==> src/rtl/sap_sequencer.sv <==
// SAP-1 style ring-counter sequencer: fetch/execute T-states, opcode decode
// into the 15-bit datapath control word, variable-length ring, sticky halt.
// Ports: clk_i (falling-edge state), rstn_i (async, active-low),
//        opcode_i, zero_i, carry_i in; ctrl_word_o, t_state_o,
//        instr_done_o, hltn_o out.
module sap_sequencer #(
    parameter int OP_W      = 4,
    parameter int NUM_T     = 6,
    parameter bit EARLY_END = 1'b1
) (
    input  logic             clk_i,
    input  logic             rstn_i,
    input  logic [OP_W-1:0]  opcode_i,
    input  logic             zero_i,
    input  logic             carry_i,
    output logic [14:0]      ctrl_word_o,
    output logic [NUM_T-1:0] t_state_o,
    output logic             instr_done_o,
    output logic             hltn_o
);

    localparam logic [14:0] PC_INC     = 15'h0001;
    localparam logic [14:0] PC_EN      = 15'h0002;
    localparam logic [14:0] MAR_LOAD   = 15'h0004;
    localparam logic [14:0] RAM_EN     = 15'h0008;
    localparam logic [14:0] IR_LOAD    = 15'h0010;
    localparam logic [14:0] IR_EN      = 15'h0020;
    localparam logic [14:0] A_LOAD     = 15'h0040;
    localparam logic [14:0] A_EN       = 15'h0080;
    localparam logic [14:0] ALU_EN     = 15'h0100;
    localparam logic [14:0] ALU_SUB    = 15'h0200;
    localparam logic [14:0] B_LOAD     = 15'h0400;
    localparam logic [14:0] OUT_LOAD   = 15'h0800;
    localparam logic [14:0] PC_LOAD    = 15'h1000;
    localparam logic [14:0] FLAGS_LOAD = 15'h2000;
    localparam logic [14:0] RAM_WE     = 15'h4000;

    localparam logic [3:0] OP_LDA = 4'd0;
    localparam logic [3:0] OP_ADD = 4'd1;
    localparam logic [3:0] OP_SUB = 4'd2;
    localparam logic [3:0] OP_STA = 4'd3;
    localparam logic [3:0] OP_JMP = 4'd4;
    localparam logic [3:0] OP_JZ  = 4'd5;
    localparam logic [3:0] OP_JC  = 4'd6;
    localparam logic [3:0] OP_OUT = 4'd14;
    localparam logic [3:0] OP_HLT = 4'd15;

    localparam logic [NUM_T-1:0] T1 = {{(NUM_T-1){1'b0}}, 1'b1};

    typedef enum logic {
        S_RUN  = 1'b0,
        S_HALT = 1'b1
    } mode_e;

    mode_e            r_mode;
    logic [NUM_T-1:0] r_ring;

    logic [3:0]       w_op;
    logic [NUM_T-1:0] w_ring_m1;
    logic             w_onehot;
    logic             w_last;
    logic             w_active;
    logic [14:0]      w_dec;

    // Only the top four opcode bits select the instruction.
    assign w_op      = opcode_i[OP_W-1 -: 4];

    // x & (x-1) clears the lowest set bit; zero result means one-hot.
    assign w_ring_m1 = r_ring - T1;
    assign w_onehot  = (|r_ring) && ~(|(r_ring & w_ring_m1));

    assign w_active  = rstn_i && (r_mode == S_RUN) && w_onehot;

    // Last active execute step for the current opcode.
    always_comb begin
        w_last = r_ring[3];
        case (w_op)
            OP_LDA, OP_STA: w_last = r_ring[4];
            OP_ADD, OP_SUB: w_last = r_ring[5];
            default:        w_last = r_ring[3];
        endcase
    end

    // Steps past an instruction's end decode to zero, which gives the
    // NOP padding of fixed-length mode for free.
    always_comb begin
        w_dec = '0;
        if (r_ring[0]) begin
            w_dec = PC_EN | MAR_LOAD;
        end else if (r_ring[1]) begin
            w_dec = PC_INC;
        end else if (r_ring[2]) begin
            w_dec = RAM_EN | IR_LOAD;
        end else if (r_ring[3]) begin
            case (w_op)
                OP_LDA, OP_ADD, OP_SUB, OP_STA:
                    w_dec = IR_EN | MAR_LOAD;
                OP_JMP: w_dec = IR_EN | PC_LOAD;
                OP_JZ:  w_dec = zero_i  ? (IR_EN | PC_LOAD) : '0;
                OP_JC:  w_dec = carry_i ? (IR_EN | PC_LOAD) : '0;
                OP_OUT: w_dec = A_EN | OUT_LOAD;
                default: w_dec = '0;
            endcase
        end else if (r_ring[4]) begin
            case (w_op)
                OP_LDA:         w_dec = RAM_EN | A_LOAD;
                OP_ADD, OP_SUB: w_dec = RAM_EN | B_LOAD;
                OP_STA:         w_dec = A_EN | RAM_WE;
                default:        w_dec = '0;
            endcase
        end else if (r_ring[5]) begin
            case (w_op)
                OP_ADD:  w_dec = ALU_EN | A_LOAD | FLAGS_LOAD;
                OP_SUB:  w_dec = ALU_EN | ALU_SUB | A_LOAD | FLAGS_LOAD;
                default: w_dec = '0;
            endcase
        end
    end

    always_ff @(negedge clk_i or negedge rstn_i) begin
        if (!rstn_i) begin
            r_ring <= T1;
            r_mode <= S_RUN;
        end else if (r_mode == S_RUN) begin
            if (!w_onehot) begin
                r_ring <= T1;
            end else if (r_ring[3] && (w_op == OP_HLT)) begin
                r_ring <= '0;
                r_mode <= S_HALT;
            end else if (EARLY_END && w_last) begin
                r_ring <= T1;
            end else if (r_ring[NUM_T-1]) begin
                r_ring <= T1;
            end else begin
                r_ring <= {r_ring[NUM_T-2:0], 1'b0};
            end
        end
    end

    assign ctrl_word_o  = w_active ? w_dec : '0;
    assign instr_done_o = w_active &&
                          (EARLY_END ? w_last : r_ring[NUM_T-1]);
    assign t_state_o    = r_ring;
    assign hltn_o       = (r_mode == S_RUN);

endmodule

==> config.mk <==
export PLATFORM = sky130hd
export DESIGN_NAME = sap_sequencer
export DESIGN_NICKNAME = d
export VERILOG_FILES = /design/src/rtl/sap_sequencer.sv
export SDC_FILE = /design/constraint.sdc
export NUM_CORES = 1
export LEC_CHECK = 0
export ABC_AREA = 0
export CORE_UTILIZATION = 32
export CTS_BUF_LIST = sky130_fd_sc_hd__clkbuf_16
export DETAILED_ROUTE_END_ITERATION = 10
export PLACE_DENSITY = 0.74
export SYNTH_ARGS = -nofsm -noshare
export SYNTH_HDL_FRONTEND = slang
export SYNTH_SLANG_ARGS = --single-unit
export TNS_END_PERCENT = 1
==> constraint.sdc <==
create_clock -name clk_i -period 3.3 [get_ports clk_i]
set_input_delay 0.99 -clock clk_i [delete_from_list [all_inputs] [get_ports clk_i]]
set_output_delay 0.99 -clock clk_i [all_outputs]
set_load 0.03 [all_outputs]
* After elaboration in Yosys (flattened, before gate mapping)
Cells that the tools add are included.
Widths: inputs -> output; s select.
** Word-level totals
- Bits in registers :: 7
- Input port bits :: 8
- Output and inout port bits :: 23
** Cells by class
- Add/subtract/negate cells :: 1
- Equal/unequal tests :: 8
- Mux-type cells :: 20
- Bitwise gates (word level) :: 3
- Reductions and logical operators :: 11
** Operator list (count)
- $mux 15 :: 6
- $pmux 13 s5 :: 1
- $pmux 15 s3 :: 1
- $pmux 14 s2 :: 1
- $mux 13 :: 2
- $mux 6 :: 4
- $mux 14 :: 1
- $eq 4x3->1 const B :: 3
- $reduce_or 6->1 :: 2
- $eq 4x2->1 const B :: 2
- $eq 4x4->1 const B :: 2
- $and 6x6->6 :: 1
- $sub 6x1->6 const B :: 1
- $logic_and 1x1->1 :: 5
- $eq 4x1->1 const B :: 1
- $logic_not 4->1 :: 1
- $reduce_or 2->1 :: 2
- $reduce_or 4->1 :: 1
- $mux 1 :: 3
- $not 1->1 :: 2
- $pmux 1 s2 :: 1

* Longest topological paths before layout
Gate-level depths: netlist of run 1.
- Depth after elaboration :: 9
- Mapped depth :: 6
- Mapped depth without buffers :: 4

==> impl_metrics.toml, run 1 <==
[grt]
grt_pass1_vias = 1042
antenna_found_initial = 0
grt_pass1_wl_um = 4970
grt_max_degree = 9
grt.overflow.total = 0
gr-usage-all-layers = 0.264

[yosys]
synth_ff_type = "dfrtn_1"
syn-num-nets = 102
synth_common_cells = "10 x nor2_1, 10 x nor3_1, 6 x dfrtn_1"
synth_warnings = 0
synth_area_leaders = "dfrtn_1 21%, a32o_1 6.9%, nor3_1 6.9%"
synth_edf_count = 0
ys_async_sr_fraction = 1.00
netlist_instances = 94
synth-seq-area-share = 0.244
synthesis.area_sq_um = 723
synth.distinct_cells = 35
synth_area_leader_cell = "dfrtn_1"
ys_ff_latch = 7
syn_avg_cell_area_sq_um = 7.69
synth_top_area_share = 0.208

[power]
p_seq_frac = 0.264
netSwitchingFraction = 0.195
p_sw_mw = 0.0641
power_mw = 0.329
p_leak_nw = 0.716
p_int_mw = 0.265
power_frac_comb = 0.108
peakVddDrop_uv = 398
power_frac_clock = 0.628
powerDensity_mw_per_mm2 = 213

[critical_path]
cp_top_family = "compound AO/OA/AOI/OAI gates"
cpMostUsedCell = "buf_4"
cpMaxStageDelayCell = "dfrtn_1"
critical_path_class = "flip-flop to primary output"
end_kind = "primary output"
critical_path.cell_chain = "xor2_2 > o2111a_2 > o31ai_4 > buf_4 > nor3_2 > buf_4"
critPathMaxFanout = 5
start_kind = "flip-flop"
arrival_ns = 3.61
max_stage_delay_ns = 0.55
cp_num_buf_inv = 2
worstPathRequired_ns = 2.31

[timing]
final-max-slew-violation-count = 0
tns_ns = -23.96
slew_headroom = 0.727
setup_viol = 29
rsz0062_at_grt = "true"
fin_skew_ns = 0.0393
fin_ws_ns = -1.30
finalHoldViolCount = 0
worst_slew_pin_slew_ns = 0.407

[clock_network]
cts_buffer_depth = 2
cts.sinks = 7
cts_tree = "yes"
root_buffer = "clkbuf_16"
cts_hold_buf = 0
clkSlewWorstSetupHoldPaths_ns = 0.03
ctsHtreeMaxLevel = 1
clock_latency_ns = 0.30
cts_buffers = 3

[flow_run]
cap_violations = 0

[place]
place_area_sq_mm = 0.00134
place.gp.congestion = 0.872
port_buffers = 30
dpl.hpwl_um = 2180

[routing]
wl_met1_um = 1320
wl_met2_um = 1600
via_count = 1049
drt_wl_total_um = 3060
drt_iter0_drc = 40
routed.top_layer = "met4"
wl_per_cell_um = 16.0
postRouteAntennaNets = 0
route.detailed.drc = 0
wl_met3_um = 119
dr.pass1.iters = 4
viasPerCell = 5.49

[die]
ioPinCount = 31
rows = 16
start_util = 0.354
core_area_sq_mm = 0.00204
die_area_sq_mm = 0.00245
die_h_um = 49.5
die_x_um = 49.5

[layout]
design_area_sq_mm = 0.00155
syn2layout_area_growth_pct = 114
fin_nets = 173
antenna_cells = 0
final_layout_size_suffix_gt1_frac = 0.604
final_util = 0.759

[worst_hold_path]
worstHoldPathType = "flip-flop to flip-flop"

[status]
violations = "negative setup slack"
status = "complete, but fails checks"
[metal layers]
metal | GRT usage | up-vias
li1 | - | 488
met1 | 0.329 | 521
met2 | 0.477 | 36
met3 | 0.0494 | 4
met4 | 0.0286 | 0
met5 | 0 | -
[state kept, by name, summed over array words and instances, names as in the netlist]
name / cells
t_state_o: 6
r_mode: 1
[logic make-up (layout without fill, tap and decap cells)]
logic type,after synthesis,after routing,share of synthesized area
buffers and inverters,14,84,0.111
flip-flops,7,7,0.244
multiplexers,1,1,0.0138
XOR/XNOR,3,3,0.0363
AO/OA/AOI/OAI,24,24,0.251
AND/OR/NAND/NOR,45,45,0.344
[final timing paths]
check                              from              end  slack [ns]  cells past startpoint
setup / recovery           t_state_o[2]  ctrl_word_o[10]       -1.30                      6
hold / removal                   r_mode     t_state_o[4]        0.64                      2
hold reg to reg                  r_mode     t_state_o[4]        0.64                      2
setup reg to reg           t_state_o[2]     t_state_o[5]        1.46                      4
min in group asynchronous        rstn_i     t_state_o[2]        2.58                      2
max in group asynchronous        rstn_i     t_state_o[0]        0.44                      2
[worst min-delay path, cell delays in order, from the launching register on]
cell     delay (ns)
dfrtn_1        0.44
buf_6          0.15
a32o_1         0.13
[power by group through the flow]
stage | clock [mW] | combinational (mW) | sequential, mW
2_1_floorplan | 0.00379 | 0.0108 | 0.0878
3_3_place_gp | 0.00379 | 0.0349 | 0.0877
3_5_place_dp | 0.00379 | 0.0358 | 0.0877
4_1_cts | 0.208 | 0.0347 | 0.0868
5_1_grt | 0.215 | 0.0387 | 0.0868
6_report | 0.207 | 0.0356 | 0.0868
[placed cells by master (no fill, tap or decap), drive strengths merged, types with 2 or more instances in the layout]
master,netlist,routed
o31ai,2,2
dfrtn,6,6
nand2,5,5
inv,5,6
o22ai,2,2
nor2b,3,3
nand2b,3,3
nand3,4,4
a31oi,5,5
o21ai,4,4
clkbuf,1,3
a32o,5,5
a21oi,2,2
dlygate4sd2,0,2
buf,8,68
clkdlybuf4s50,0,3
nor2,10,10
clkdlybuf4s15,0,2
nor3,13,13
xor2,2,2
or3,2,2
[through the flow]
stage / std cells / setup WS [ns] / hold WS, ns
2_1_floorplan: 94 / -1.17 / 0.567
3_3_place_gp: 185 / -0.968 / 0.615
3_5_place_dp: 185 / -1.08 / 0.624
4_1_cts: 191 / -1.26 / 0.626
5_1_grt: 191 / -1.40 / 0.656
6_report: 191 / -1.30 / 0.643
[final cells by class]
cell class | count | area [sq um]
Sequential cell | 7 | 176
Inverter | 4 | 17.5
Tap cell | 27 | 33.8
Multi-Input combinational cell | 73 | 604
Clock inverter | 2 | 7.51
Fill cell | 150 | 493
Clock buffer | 3 | 75.1
Timing Repair Buffer | 75 | 634
[what timing repair did]
| action | in CTS | in global routing |
|---|---|---|
| gates resized for setup | 27 | 10 |
| cloned | 0 | 0 |
| pin swaps | 8 | 3 |
| setup endpoints to repair | 30 | 30 |
| setup buffers | 3 | 0 |
Power figures use the tool's default switching activity.
==> inputs of run 2 (changes only) <==
--- a/config.mk
+++ b/config.mk
@@ -6,10 +6,12 @@
 export NUM_CORES = 1
 export LEC_CHECK = 0
 export ABC_AREA = 0
+export CORE_ASPECT_RATIO = 1.5
 export CORE_UTILIZATION = 32
 export CTS_BUF_LIST = sky130_fd_sc_hd__clkbuf_16
 export DETAILED_ROUTE_END_ITERATION = 10
 export PLACE_DENSITY = 0.74
+export SKIP_LAST_GASP = 1
 export SYNTH_ARGS = -nofsm -noshare
 export SYNTH_HDL_FRONTEND = slang
 export SYNTH_SLANG_ARGS = --single-unit
==> run 2 against run 1 <==
The run still ends with negative setup slack left. Global-route usage down 2.5 points. Routed wire length down 17%. Power down 0.38%. Design area down 8.8%. Critical endpoint is now ctrl_word_o[0].
==> impl_metrics.toml, run 2 (synthesized netlist as in run 1, its figures left out) <==
[flow_run]
cap_violations = 0

[grt]
grt_pass1_wl_um = 3940
grt_most_used_layer = "met2"
grt_max_degree = 9
met1_usage = 0.221
gr-usage-all-layers = 0.238
grtUsageMet3 = 0.0446
grtUsageMet2 = 0.435
grt_pass1_vias = 992
antenna_found_initial = 0
grt.overflow.total = 0

[worst_hold_path]
hold_depth = 2
holdPathEnd = "t_state_o[4]"
holdCritStartpoint = "r_mode"
worstHoldPathType = "flip-flop to flip-flop"

[layout]
regArea_sq_um = 176
fin_nets = 168
final_common_cell = "buf_4"
final_util = 0.680
final_layout_size_suffix_gt1_frac = 0.553
largest_reg_flops = 6
layout.cells.most_common_list = "61 x buf_4, 11 x nor3_2, 8 x nor2_1"
antenna_cells = 0
fill_cells = 180
syn2layout_area_growth_pct = 95.3
multiInputGateArea_sq_um = 561

[power]
p_leak_nw = 0.665
peakVddDrop_uv = 361
power_mw = 0.328
powerDensity_mw_per_mm2 = 232

[die]
die_x_um = 40.8
ioPinCount = 31
start_util = 0.348
rows = 20
core_area_sq_mm = 0.00208
die_h_um = 60.2
die_area_sq_mm = 0.00246

[critical_path]
cp_top_family = "flip-flops"
critical_path.cell_chain = "xor2_1 > o2111a_2 > nor3_4 > buf_6 > nor4b_4 > buf_6"
cpMostUsedCell = "buf_6"
critical_path_class = "flip-flop to primary output"
r2r_cells = 4
r2r_end = "t_state_o[1]"
arrival_ns = 3.58
critPathMaxFanout = 6
r2r_setup_slack_ns = 1.54
end_kind = "primary output"
cp_num_buf_inv = 2
cpMaxStageDelayCell = "dfrtn_1"
critical_path.reg2reg.startpoint = "t_state_o[0]"
start_kind = "flip-flop"
max_stage_delay_ns = 0.50
worstPathRequired_ns = 2.31

[timing]
slew_headroom = 0.597
rsz0062_at_grt = "true"
setup_viol = 30
fin_ws_ns = -1.27
worst_slew_pin_slew_ns = 0.599
final-max-slew-violation-count = 0
finalHoldViolCount = 0
fin_skew_ns = 0.0495

[clock_network]
clkSlewWorstSetupHoldPaths_ns = 0.03
cts_buffers = 3
cts_hold_buf = 0
clock_latency_ns = 0.31
cts.sinks = 7
cts_tree = "yes"
ctsHtreeMaxLevel = 1
cts_buffer_depth = 2
root_buffer = "clkbuf_16"

[place]
place.gp.congestion = 0.930
dpl.hpwl_um = 2080
port_buffers = 30
place_ws_ns = -1.01

[status]
status = "complete, but fails checks"
violations = "negative setup slack"

[routing]
drt_wl_total_um = 2550
route.detailed.drc = 0
drt_iter0_drc = 18
dr.pass1.iters = 4
wl_per_cell_um = 14.1
viasPerCell = 5.43
postRouteAntennaNets = 0
via_count = 982
==> run 2: layer usage <==
metal | vias to the layer above | wire, um
met2 | 36 | 1440
met3 | 5 | 131
met5 | - | 0
met1 | 463 | 922
li1 | 478 | -
met4 | 0 | 52
==> run 2: final cells by class <==
class | count | area share
clock buffers | 3 | 0.0531
clock inverters | 2 | 0.00531
inverters | 4 | 0.0106
multi-input cells | 73 | 0.397
flip-flops and latches | 7 | 0.125
well taps | 22 | 0.0195
repair buffers | 70 | 0.390
==> run 2: worst max path at each step <==
stage                     depth (start not counted)              to          from  slack (ns)
final                                             6  ctrl_word_o[0]  t_state_o[1]       -1.27
after global routing                              6  ctrl_word_o[0]  t_state_o[1]       -1.37
after CTS                                         6  ctrl_word_o[0]  t_state_o[1]       -1.25
after detailed placement                          6  ctrl_word_o[0]  t_state_o[1]       -1.01
after global placement                            6  ctrl_word_o[0]  t_state_o[1]       -0.96
after floorplan                                   5  ctrl_word_o[6]  t_state_o[2]       -1.17
==> run 2: through the flow <==
| stage | TNS, ns | instance area [sq um] | cells | hold WS (ns) |
|---|---|---|---|---|
| 2_1_floorplan | -21.01 | 807 | 94 | 0.567 |
| 3_5_place_dp | -20.39 | 1290 | 174 | 0.591 |
| 3_3_place_gp | -20.00 | 1290 | 174 | 0.588 |
| 4_1_cts | -25.12 | 1390 | 180 | 0.599 |
| 6_report | -25.34 | 1410 | 181 | 0.593 |
| 5_1_grt | -28.17 | 1410 | 181 | 0.616 |
==> run 2: tightest hold or removal path, cell delays in order (launching register included) <==
cell     delay (ns)
dfrtn_1        0.39
buf_4          0.15
a32o_1         0.13
==> run 2: repair_timing <==
| item | CTS | global route |
|---|---|---|
| cloned | 0 | 0 |
| setup endpoints to repair | 30 | 30 |
| setup buffers | 2 | 1 |
| pin swaps | 0 | 3 |
| resized for setup | 2 | 4 |
==> run 2: report_power, final <==
group | switching [mW] | total, mW | internal, mW
combinational | 0.0152 | 0.0337 | 0.0185
clock | 0.0483 | 0.207 | 0.159
sequential | 0 | 0.0868 | 0.0868
total | 0.0635 | 0.328 | 0.264
==> inputs of run 3 (changes only) <==
--- a/config.mk
+++ b/config.mk
@@ -6,13 +6,12 @@
 export NUM_CORES = 1
 export LEC_CHECK = 0
 export ABC_AREA = 0
-export CORE_ASPECT_RATIO = 1.5
-export CORE_UTILIZATION = 32
+export CORE_UTILIZATION = 44
 export CTS_BUF_LIST = sky130_fd_sc_hd__clkbuf_16
 export DETAILED_ROUTE_END_ITERATION = 10
-export PLACE_DENSITY = 0.74
+export PLACE_DENSITY = 0.94
 export SKIP_LAST_GASP = 1
 export SYNTH_ARGS = -nofsm -noshare
 export SYNTH_HDL_FRONTEND = slang
 export SYNTH_SLANG_ARGS = --single-unit
-export TNS_END_PERCENT = 1
+export TNS_END_PERCENT = 10
==> run 3 against run 2 <==
Synthesized cell count stayed put. The flow now stops in global routing (5_1_grt). Synthesized area unchanged.
==> impl_metrics.toml, run 3 <==
[yosys]
ys_async_sr_fraction = 1.00
synth_edf_count = 0
syn_avg_cell_area_sq_um = 7.69
synth_warnings = 0
synth_area_leader_cell = "dfrtn_1"
synth.distinct_cells = 35
synth-xor-area-share = 0.0363
synth_mux_area_frac = 0.0138
ys_ff_latch = 7
synth_area_leaders = "dfrtn_1 21%, a32o_1 6.9%, nor3_1 6.9%"
netlist_instances = 94
synth_top_family_by_area = "simple AND/OR/NAND/NOR gates"
synthesis.area_sq_um = 723
synth_ff_type = "dfrtn_1"
synth_common_cells = "10 x nor2_1, 10 x nor3_1, 6 x dfrtn_1"
synth_compound_area_frac = 0.251
synth_top_area_share = 0.208
synth-seq-area-share = 0.244
synthAdderAreaFrac = 0
synthSimpleGateAreaFrac = 0.344
syn-num-nets = 102

[die]
die_x_um = 42.5
start_util = 0.475
die_h_um = 42.5
ioPinCount = 31
rows = 14

[place]
place.gp.congestion = 0.907
dpl.hpwl_um = 2550
place_area_sq_mm = 0.00132
port_buffers = 30

[clock_network]
ctsHtreeMaxLevel = 1
cts_buffer_depth = 2
cts.sinks = 7
root_buffer = "clkbuf_16"
cts_buffers = 3

[status]
status = "stopped before the end"
firstError = "[ERROR GRT-0232] Routing congestion too high. Check the congestion heatmap in the GUI."
failed_stage = "global routing (5_1_grt)"

[timing]
worst_endpoint_kind = "primary output"
crit_endpoint = "ctrl_word_o[0]"

[grt]
grt_max_degree = 10
gr-usage-all-layers = 0.691
grt.overflow.total = 2
==> run 3: cell counts after synthesis <==
No cell type changed its count.
==> run 3: cell families after synthesis <==
logic type             Yosys count
flip-flops                       7
buffers and inverters           14
AO/OA/AOI/OAI                   24
AND/OR/NAND/NOR                 45
XOR/XNOR                         3
multiplexers                     1
==> run 3: metrics by stage <==
| step | setup TNS, ns | instances | worst slack (ns) |
|---|---|---|---|
| floorplan | -21.01 | 94 | -1.17 |
| global placement | -20.83 | 172 | -0.969 |
| detailed placement | -22.65 | 172 | -1.09 |
| CTS | -28.77 | 179 | -1.35 |
==> run 3: timing repair <==
action | in CTS
setup endpoints to repair | 30
gates cloned | 0
hold buffers | 0
gates resized for setup | 6
pin swaps | 4
buffers inserted | 3
==> run 3: metal layers <==
metal  GRT overflow  global-route usage
met5              0               0.133
met4              1               0.681
met3              0               0.591
met2              1               0.837
met1              0               0.675
==> inputs of run 4 (changes only) <==
--- a/config.mk
+++ b/config.mk
@@ -6,10 +6,10 @@
 export NUM_CORES = 1
 export LEC_CHECK = 0
 export ABC_AREA = 0
-export CORE_UTILIZATION = 44
-export CTS_BUF_LIST = sky130_fd_sc_hd__clkbuf_16
+export CORE_AREA = 2 2 63 65
 export DETAILED_ROUTE_END_ITERATION = 10
-export PLACE_DENSITY = 0.94
+export DIE_AREA = 0 0 65 67
+export PLACE_DENSITY_LB_ADDON = 0.15
 export SKIP_LAST_GASP = 1
 export SYNTH_ARGS = -nofsm -noshare
 export SYNTH_HDL_FRONTEND = slang
==> run 4 against run 3 <==
The flow now finishes, with violations (negative setup slack).
==> impl_metrics.toml, run 4 (synthesized netlist as in run 1, its figures left out) <==
[status]
status = "complete, but fails checks"
violations = "negative setup slack"

[grt]
grt_max_degree = 11
gr-usage-all-layers = 0.131
grt_pass1_vias = 984
grt.overflow.total = 0
antenna_found_initial = 0
grt_pass1_wl_um = 4540

[place]
place_area_sq_mm = 0.00135
place.gp.congestion = 0.811
port_buffers = 30
dpl.hpwl_um = 2160
dpl.cell_count = 202
place_ws_ns = -1.08

[critical_path]
worstPathRequired_ns = 2.31
start_kind = "flip-flop"
critical_path.reg2reg.startpoint = "t_state_o[1]"
critPathMaxFanout = 6
crit_start = "t_state_o[1]"
end_kind = "primary output"
r2r_cells = 4
arrival_ns = 3.48
critical_path_class = "flip-flop to primary output"

[flow_run]
cap_violations = 0

[layout]
syn2layout_area_growth_pct = 96.5
final_common_cell = "buf_4"
fill_cells = 384
largest_reg_flops = 6
final_util = 0.394
layout.cells.most_common_list = "62 x buf_4, 11 x nor3_2, 9 x nor2_1"
regArea_sq_um = 176
fin_nets = 168
fin_cells = 207
final_layout_size_suffix_gt1_frac = 0.553
antenna_cells = 0
design_area_sq_mm = 0.00142
multiInputGateArea_sq_um = 566

[routing]
via_count = 953
drt_iter0_drc = 35
viasPerCell = 4.60
route.detailed.drc = 0
dr.pass1.iters = 4
drt_wl_total_um = 2650
postRouteAntennaNets = 0
wl_per_cell_um = 12.8

[die]
die_h_um = 67
ioPinCount = 31
core_area_sq_mm = 0.00361
die_area_sq_mm = 0.00436
start_util = 0.201
rows = 22
die_x_um = 65

[clock_network]
clkSlewWorstSetupHoldPaths_ns = 0.03
clock_latency_ns = 0.29
cts_buffers = 3
cts_hold_buf = 0
cts_buffer_depth = 2
ctsHtreeMaxLevel = 1
root_buffer = "clkbuf_8"
cts_tree = "yes"
cts.sinks = 7

[power]
powerDensity_mw_per_mm2 = 174
p_leak_nw = 0.629
power_mw = 0.248
peakVddDrop_uv = 93.7

[worst_hold_path]
hold_depth = 2
worstHoldPathType = "flip-flop to flip-flop"
holdCritStartpoint = "r_mode"

[timing]
worst_slew_pin_slew_ns = 0.631
tns_ns = -25.25
fin_ws_ns = -1.17
final-max-slew-violation-count = 0
holdWs_ns = 0.596
finalHoldViolCount = 0
setup_viol = 30
rsz0062_at_grt = "true"
fin_skew_ns = 0.0402
slew_headroom = 0.576
run 4: power breakdown:
part	internal [mW]	switching [mW]	leakage, nW
logic	0.0199	0.0151	0.512
registers	0.0867	0	0.0892
clock network	0.0854	0.0405	0.0281
run 4: path summary, 6_finish.rpt:
| check | to | slack [ns] |
|---|---|---|
| setup / recovery | ctrl_word_o[14] | -1.17 |
| hold reg to reg | t_state_o[1] | 0.60 |
| max in group asynchronous | t_state_o[0] | 0.42 |
| min in group asynchronous | r_mode | 2.59 |
| setup reg to reg | t_state_o[4] | 1.55 |
| hold / removal | t_state_o[1] | 0.60 |
run 4: final cells by class:
| type | count | share of cell area |
|---|---|---|
| multi-input cells | 73 | 0.398 |
| repair buffers | 70 | 0.391 |
| flip-flops and latches | 7 | 0.124 |
| well taps | 48 | 0.0423 |
| clock buffers | 4 | 0.0317 |
| inverters | 4 | 0.0106 |
| clock inverters | 1 | 0.00264 |
run 4: what timing repair did:
| action | CTS | global route |
|---|---|---|
| buffers inserted | 1 | 0 |
| setup endpoints to repair | 30 | 30 |
| resized for setup | 4 | 1 |
run 4: layer usage:
metal | GRT usage | vias to the layer above | part of all wire
met5 | 0 | - | 0
met4 | 0.0239 | 0 | 0
met3 | 0.0152 | 0 | 0.023
met2 | 0.247 | 14 | 0.54
met1 | 0.160 | 463 | 0.43
li1 | - | 476 | -
run 4: worst max-delay path: stages (launching register included):
cell,delay [ns]
dfrtn_1,0.51
xor2_1,0.22
o2111a_2,0.29
o31ai_4,0.08
buf_12,0.15
nor3_2,0.15
buf_4,0.18
